[config.mk]
export PLATFORM = sky130hd
export DESIGN_NAME = fetch_queue_unit
export DESIGN_NICKNAME = d
export VERILOG_FILES = /design/src/rtl/fetch_queue_unit.sv
export SDC_FILE = /design/constraint.sdc
export NUM_CORES = 1
export LEC_CHECK = 0
export ABC_AREA = 0
export CORE_MARGIN = 3
export CORE_UTILIZATION = 60
export DETAILED_ROUTE_END_ITERATION = 16
export GPL_ROUTABILITY_DRIVEN = 0
export PLACE_DENSITY = 0.85
export SLEW_MARGIN = 20
export SYNTH_ARGS = -nofsm -noshare
export SYNTH_HDL_FRONTEND = slang
export SYNTH_SLANG_ARGS = --single-unit
export TNS_END_PERCENT = 5
[constraint.sdc]
create_clock -name i_clk -period 23.6 [get_ports i_clk]
set_input_delay 4.72 -clock i_clk [delete_from_list [all_inputs] [get_ports i_clk]]
set_output_delay 4.72 -clock i_clk [all_outputs]
set_load 0.02 [all_outputs]
[src/rtl/fetch_queue_unit.sv]
// Credit-based instruction fetch engine with a DEPTH-entry prefetch FIFO.
// Sits between instr_memory and the IF/ID register; redirects flush everything in flight.
module fetch_queue_unit #(
   parameter int unsigned    XLEN     = 32,
   parameter int unsigned    ILEN     = 32,
   parameter int unsigned    DEPTH    = 4,
   parameter logic [XLEN-1:0] RESET_PC = '0
) (
   input  logic                       i_clk,
   input  logic                       i_rst,
   input  logic                       i_redirect,
   input  logic [XLEN-1:0]            i_redirect_pc,
   input  logic                       i_stall,
   output logic                       o_imem_req,
   output logic [XLEN-1:0]            o_imem_addr,
   input  logic [ILEN-1:0]            i_imem_rdata,
   output logic                       o_valid,
   output logic [ILEN-1:0]            o_instr,
   output logic [XLEN-1:0]            o_pc,
   output logic [$clog2(DEPTH):0]     o_count,
   output logic                       o_full
);

   localparam int unsigned PW = $clog2(DEPTH);
   localparam int unsigned CW = PW + 1;

   logic [XLEN-1:0] fetch_pc;
   logic [XLEN-1:0] tag_pc;
   logic            inflight;
   logic            kill;
   logic [PW-1:0]   rd_ptr;
   logic [PW-1:0]   wr_ptr;
   logic [CW-1:0]   count;
   logic [ILEN-1:0] mem_instr [DEPTH];
   logic [XLEN-1:0] mem_pc    [DEPTH];

   logic            deq;
   logic            enq;
   logic [CW:0]     occ_after;
   logic [XLEN-1:0] redirect_base;

   assign redirect_base = i_redirect_pc & ~(XLEN'(3));

   assign o_valid     = (count != '0) & ~i_redirect;
   assign deq         = o_valid & ~i_stall;
   assign enq         = inflight & ~kill & ~i_redirect;

   // Occupancy counts the outstanding request, so a granted fetch always has a free slot.
   assign occ_after   = {1'b0, count} + {{CW{1'b0}}, inflight} - {{CW{1'b0}}, deq};
   assign o_imem_req  = ~i_rst & ~i_redirect & (occ_after < (CW+1)'(DEPTH));
   assign o_imem_addr = fetch_pc;

   assign o_instr     = mem_instr[rd_ptr];
   assign o_pc        = mem_pc[rd_ptr];
   assign o_count     = count;
   assign o_full      = (count == CW'(DEPTH));

   always_ff @(posedge i_clk or posedge i_rst) begin
      if (i_rst) begin
         fetch_pc <= RESET_PC;
         tag_pc   <= '0;
         inflight <= 1'b0;
         kill     <= 1'b0;
         rd_ptr   <= '0;
         wr_ptr   <= '0;
         count    <= '0;
         for (int unsigned i = 0; i < DEPTH; i++) begin
            mem_instr[i] <= '0;
            mem_pc[i]    <= '0;
         end
      end else if (i_redirect) begin
         fetch_pc <= redirect_base;
         inflight <= 1'b0;
         kill     <= 1'b1;
         rd_ptr   <= '0;
         wr_ptr   <= '0;
         count    <= '0;
      end else begin
         kill     <= 1'b0;
         inflight <= o_imem_req;
         if (o_imem_req) begin
            fetch_pc <= fetch_pc + XLEN'(4);
            tag_pc   <= fetch_pc;
         end
         if (enq) begin
            mem_instr[wr_ptr] <= i_imem_rdata;
            mem_pc[wr_ptr]    <= tag_pc;
            wr_ptr            <= wr_ptr + PW'(1);
         end
         if (deq)
            rd_ptr <= rd_ptr + PW'(1);
         case ({enq, deq})
            2'b10:   count <= count + CW'(1);
            2'b01:   count <= count - CW'(1);
            default: count <= count;
         endcase
      end
   end

   a_no_overflow: assert property (@(posedge i_clk) disable iff (i_rst)
      !(enq && (count == CW'(DEPTH))));

endmodule
; Yosys cells after proc, flatten, opt, wreduce, memory -nomap -nowiden
; Cells that the tools add are included.
[totals]
register_bits = 329
input_bits = 68
output_inout_bits = 102
word_cells = 69
[classes]
n_addsub = 7
n_lt_le_gt_ge = 4
eq_ne = 3
muxes = 20
bitwise_logic = 12
reduce_logical = 8
[ops]
columns = operator, count
row1 = 128-bit bitwise mux, 2
row2 = 32-bit 2-to-1 mux, 7
row3 = 32-bit binary-select mux with 2-bit select, 2
row4 = 32-bit demux with 2-bit select, 1
row5 = "32-bit by 3-bit adder with 32-bit output, second input constant", 1
row6 = 2-bit 2-to-1 mux, 4
row7 = 1-bit AND, 6
row8 = "3-bit >= comparator, second input constant", 2
row9 = 2-bit inverter with 3-bit output, 2
row10 = 3-bit one-hot mux with 2 select lines, 1
row11 = 2-bit nonzero test, 3
row12 = 3-bit nonzero test, 2
row13 = "2-bit by 1-bit adder with 2-bit output, second input constant", 2
row14 = 3-bit by 1-bit adder with 4-bit output, 1
row15 = "4-bit by 3-bit < comparator with 1-bit output, second input constant", 1
row16 = 1-bit inverter, 4
row17 = 2-bit AND reduction, 2
row18 = 4-bit by 1-bit subtractor with 4-bit output, 1
row19 = "3-bit by 1-bit adder with 3-bit output, second input constant", 1
row20 = "3-bit equality test, second input constant", 1
row21 = "3-bit by 1-bit < comparator with 1-bit output, second input constant", 1
row22 = 3-bit 2-to-1 mux, 1
row23 = "3-bit by 1-bit subtractor with 3-bit output, second input constant", 1
row24 = "2-bit by 1-bit equality test with 1-bit output, second input constant", 1
row25 = other kinds (3), 4

; Depth between registers and ports, before layout
[logic_depth]
word_depth = 8
depth_mapped = 14

; Worst setup path after synthesis
; No wires, ideal clock.
[synth_timing]
path_type = input to output
startpoint = input i_redirect
endpoint = output o_imem_req
t_arrival_ns = 7.235
required_ns = 18.880
path_slack_ns = 11.645
path_stages = 12
n_path_buf = 4
path_cell_list = clkbuf_1 -> nor3_1 -> ha_1 -> inv_1 -> ha_1 -> and3b_1 -> or4_4 -> and2_1 -> buf_6 -> clkbuf_1 -> clkbuf_1 -> inv_1
[synth_between]
elab_chain_len = 6
[synth_lines]
columns = item, line_no
row1 = start: declaration, 11  ; input logic i_redirect,
row2 = 1-bit inverter (no line) (*), --
row3 = 1-bit AND, 44  ; assign o_valid = (count != '0) & ~i_redirect;
row4 = 1-bit AND, 45  ; assign deq = o_valid & ~i_stall;
row5 = 4-bit by 1-bit subtractor with 4-bit output, 49  ; assign occ_after = {1'b0, count} + {{CW{1'b0}}, inflight} - {{CW{1'b0}}, deq};
row6 = 4-bit by 3-bit < comparator with 1-bit output, 50  ; assign o_imem_req = ~i_rst & ~i_redirect & (occ_after < (CW+1)'(DEPTH));
row7 = 1-bit AND (*), 50
row8 = end: declaration, 14  ; output logic o_imem_req,
; Mark *: on every way between the ends. The rest lies on a longest branch, timed or not.

; Worst setup path in the final report
; Ends and elaborated chain as after synthesis.

==> metrics.txt <==
clk slew on worst S/H paths about 60 ps; TritonRoute pass-1 iters 5; DP HPWL approximately 19000 um; slew margin rel. 0.289; #FFs+latches synth around 320; Area growth, synth to finish 21.3%; clock sink total 317; Slew @ Worst Pin approximately 1100 ps; WP data arrival ~8000 ps; Die X roughly 160 um; fraction of layout instances using a drive strength above 1 0.328; cells after synthesis 1001; Via Count about 9000; Starting DRT DRC Count between 600 and 700; most common cell after layout, fill and taps aside dfrtp_1; IO Count 170; die area 25400 um^2; vias in the first global route 9578; FFs w/ async S/R, synth 1.00; prevailing post-synth register cell dfrtp_1; Total Routed Length a little over 30000 um; Setup Skew ~11 ps; final-report setup violation count 0; Max Fclk roughly 79 MHz; Setup Crit Path Kind in -> out; core area 22900 um^2; later-pin clock latency in the skew report 510 ps; Worst R2R Start o_count[1]; number of flops mapped to enable cells by yosys 0; Hold Path Class reg -> reg; most frequent cells in the layout dfrtp_1 (315), mux2_2 (248), clkdlybuf4s50_1 (163); endpoint class of the critical path output port; Yosys cell types 48; period utilisation layout 0.537; fill count ~1500; Rows 55; pin count of the biggest net entering global routing 118; largest fanout on the critical path 48; MaxCap Viol Count 0; final hold violation count 0; number of port buffers 163; # resized after CTS 0; Die Y about 160 um; status finished clean; power per cell area between 90 and 100 nW/um^2; sum of negative setup slack 0 ps; initial antenna violation count 0; Reg area roughly 8000 um^2; Synth Area per Inst between 10 and 15 um^2; origin of the worst setup path i_redirect; post-synthesis sequential area ratio 0.562; CTS Buf Count 34; worst vdd ir just over 0.06 mV; RSZ-0062 raised after global routing false; number of post-CTS setup repair buffers 0; starting density of the core 0.616; DRC violations left 0; Multi-input gate area 5830 um^2; # H-tree levels 2; minimum clock period 12670 ps; wire per inst 21.0 um; DR vias/cell 6.06; Congestion Overflow GR 0; Worst EP required around 19000 ps; hold_buf cts 0; Setup crit start kind input port; YS warnings 0; hold_sp mem_pc[71]; overall routing resource usage 0.249; Antenna Cells 0; utilization after layout 0.748; first-pass GRT wire length roughly 51000 um; Detail Route Antenna Nets 0; final net count between 1000 and 1500; root buf cell clkbuf_16; Longest Clk Path Bufs 3; Post-Syn Area between 10000 and 15000 um^2; Lkg Pwr 7.69 nW; Max Slew Vio Count 0; TritonCTS clock tree yes
metrics by stage:
step	hold slack (ps)	instance area, um^2	setup WS, ps	std cells	power [mW]
6_report	499	17100	10930	1486	1.69
5_1_grt	509	17100	10690	1486	1.77
4_1_cts	505	17100	10910	1486	1.71
3_5_place_dp	490	16000	10920	1424	1.15
3_3_place_gp	483	16000	10940	1424	1.14
2_1_floorplan	475	14100	10110	1004	0.962
routing by layer:
layer | share of wire | wire, um | up-vias | GRT usage
li1 | - | - | 3943 | -
met1 | 0.44 | 13600 | 4692 | 0.354
met2 | 0.49 | 15200 | 313 | 0.408
met3 | 0.060 | 1860 | 54 | 0.0466
met4 | 0.016 | 506 | 0 | 0.0573
met5 | 0 | 0 | - | 0
cell usage after synthesis, drive strengths merged, types with 2 or more instances:
master | n | area (um^2)
o31a | 5 | 43.8
clkbuf | 49 | 184
nor2b | 2 | 12.5
and2 | 3 | 18.8
inv | 22 | 82.6
mux2i | 4 | 40.0
a211o | 2 | 17.5
ha | 8 | 100
nor3 | 11 | 55.1
o211ai | 2 | 15.0
nand4 | 6 | 37.5
a221o | 9 | 90.1
nand2 | 93 | 349
nand3 | 17 | 85.1
a32oi | 4 | 35.0
mux4 | 62 | 1400
o311ai | 6 | 52.6
a21oi | 12 | 60.1
dfrtp | 317 | 7930
or3 | 5 | 31.3
and3 | 8 | 50.1
nor3b | 2 | 15.0
mux2 | 248 | 2790
nor2 | 18 | 67.6
a21o | 2 | 15.0
or2 | 2 | 12.5
xor2 | 2 | 17.5
buf | 19 | 110
or4 | 5 | 45.0
o21ai | 31 | 155
nor4 | 7 | 43.8
xnor2 | 6 | 52.6
critical path, stage by stage:
cell,delay (ps)
clkdlybuf4s50_1,390
buf_4,280
nor3_1,510
ha_1,250
inv_1,50
ha_1,260
and3b_1,180
or4_4,430
and2_2,200
inv_1,60
clkdlybuf4s50_1,600
worst paths after layout:
check	endpoint	slack (ps)	cells past startpoint
min in group asynchronous	o_count[1]	4830	2
max in group asynchronous	mem_instr[92]	17280	3
min reg2reg	mem_pc[71]	500	1
min	mem_pc[71]	500	1
max reg2reg	o_imem_addr[9]	19290	13
max	o_imem_req	10930	11
registers in the layout, indices dropped and copies added (netlist names):
name / count
wr_ptr: 2
mem_instr: 128
rd_ptr: 2
o_imem_addr: 30
kill: 1
tag_pc: 30
inflight: 1
mem_pc: 120
o_count: 3
cell type report:
type | instances | area share
Multi-Input combinational cell | 597 | 0.340
Clock inverter | 12 | 0.00964
Clock buffer | 50 | 0.0581
Tap cell | 313 | 0.0229
Sequential cell | 317 | 0.463
Timing Repair Buffer | 175 | 0.100
Inverter | 22 | 0.00526
cell families (layout without fill, tap and decap cells):
kind of cell,count (synthesis),after routing,share of synthesized area
muxes,314,314,0.299
and+or+nand+nor,182,182,0.0600
other,1,4,0.000266
AOI/OAI and AO/OA,80,80,0.0385
DFF,317,317,0.562
buffers and inverters,90,259,0.0267
xor gates and xnor gates,8,8,0.00496
adders and majority gates,9,9,0.00850
where the power goes:
group          switching [mW]  total, mW  internal (mW)  leakage, nW
Combinational           0.194      0.428          0.234         2.93
Clock                   0.212      0.549          0.337        0.564
Sequential             0.0786      0.716          0.638         4.20
(Power assumes the default switching activity.)
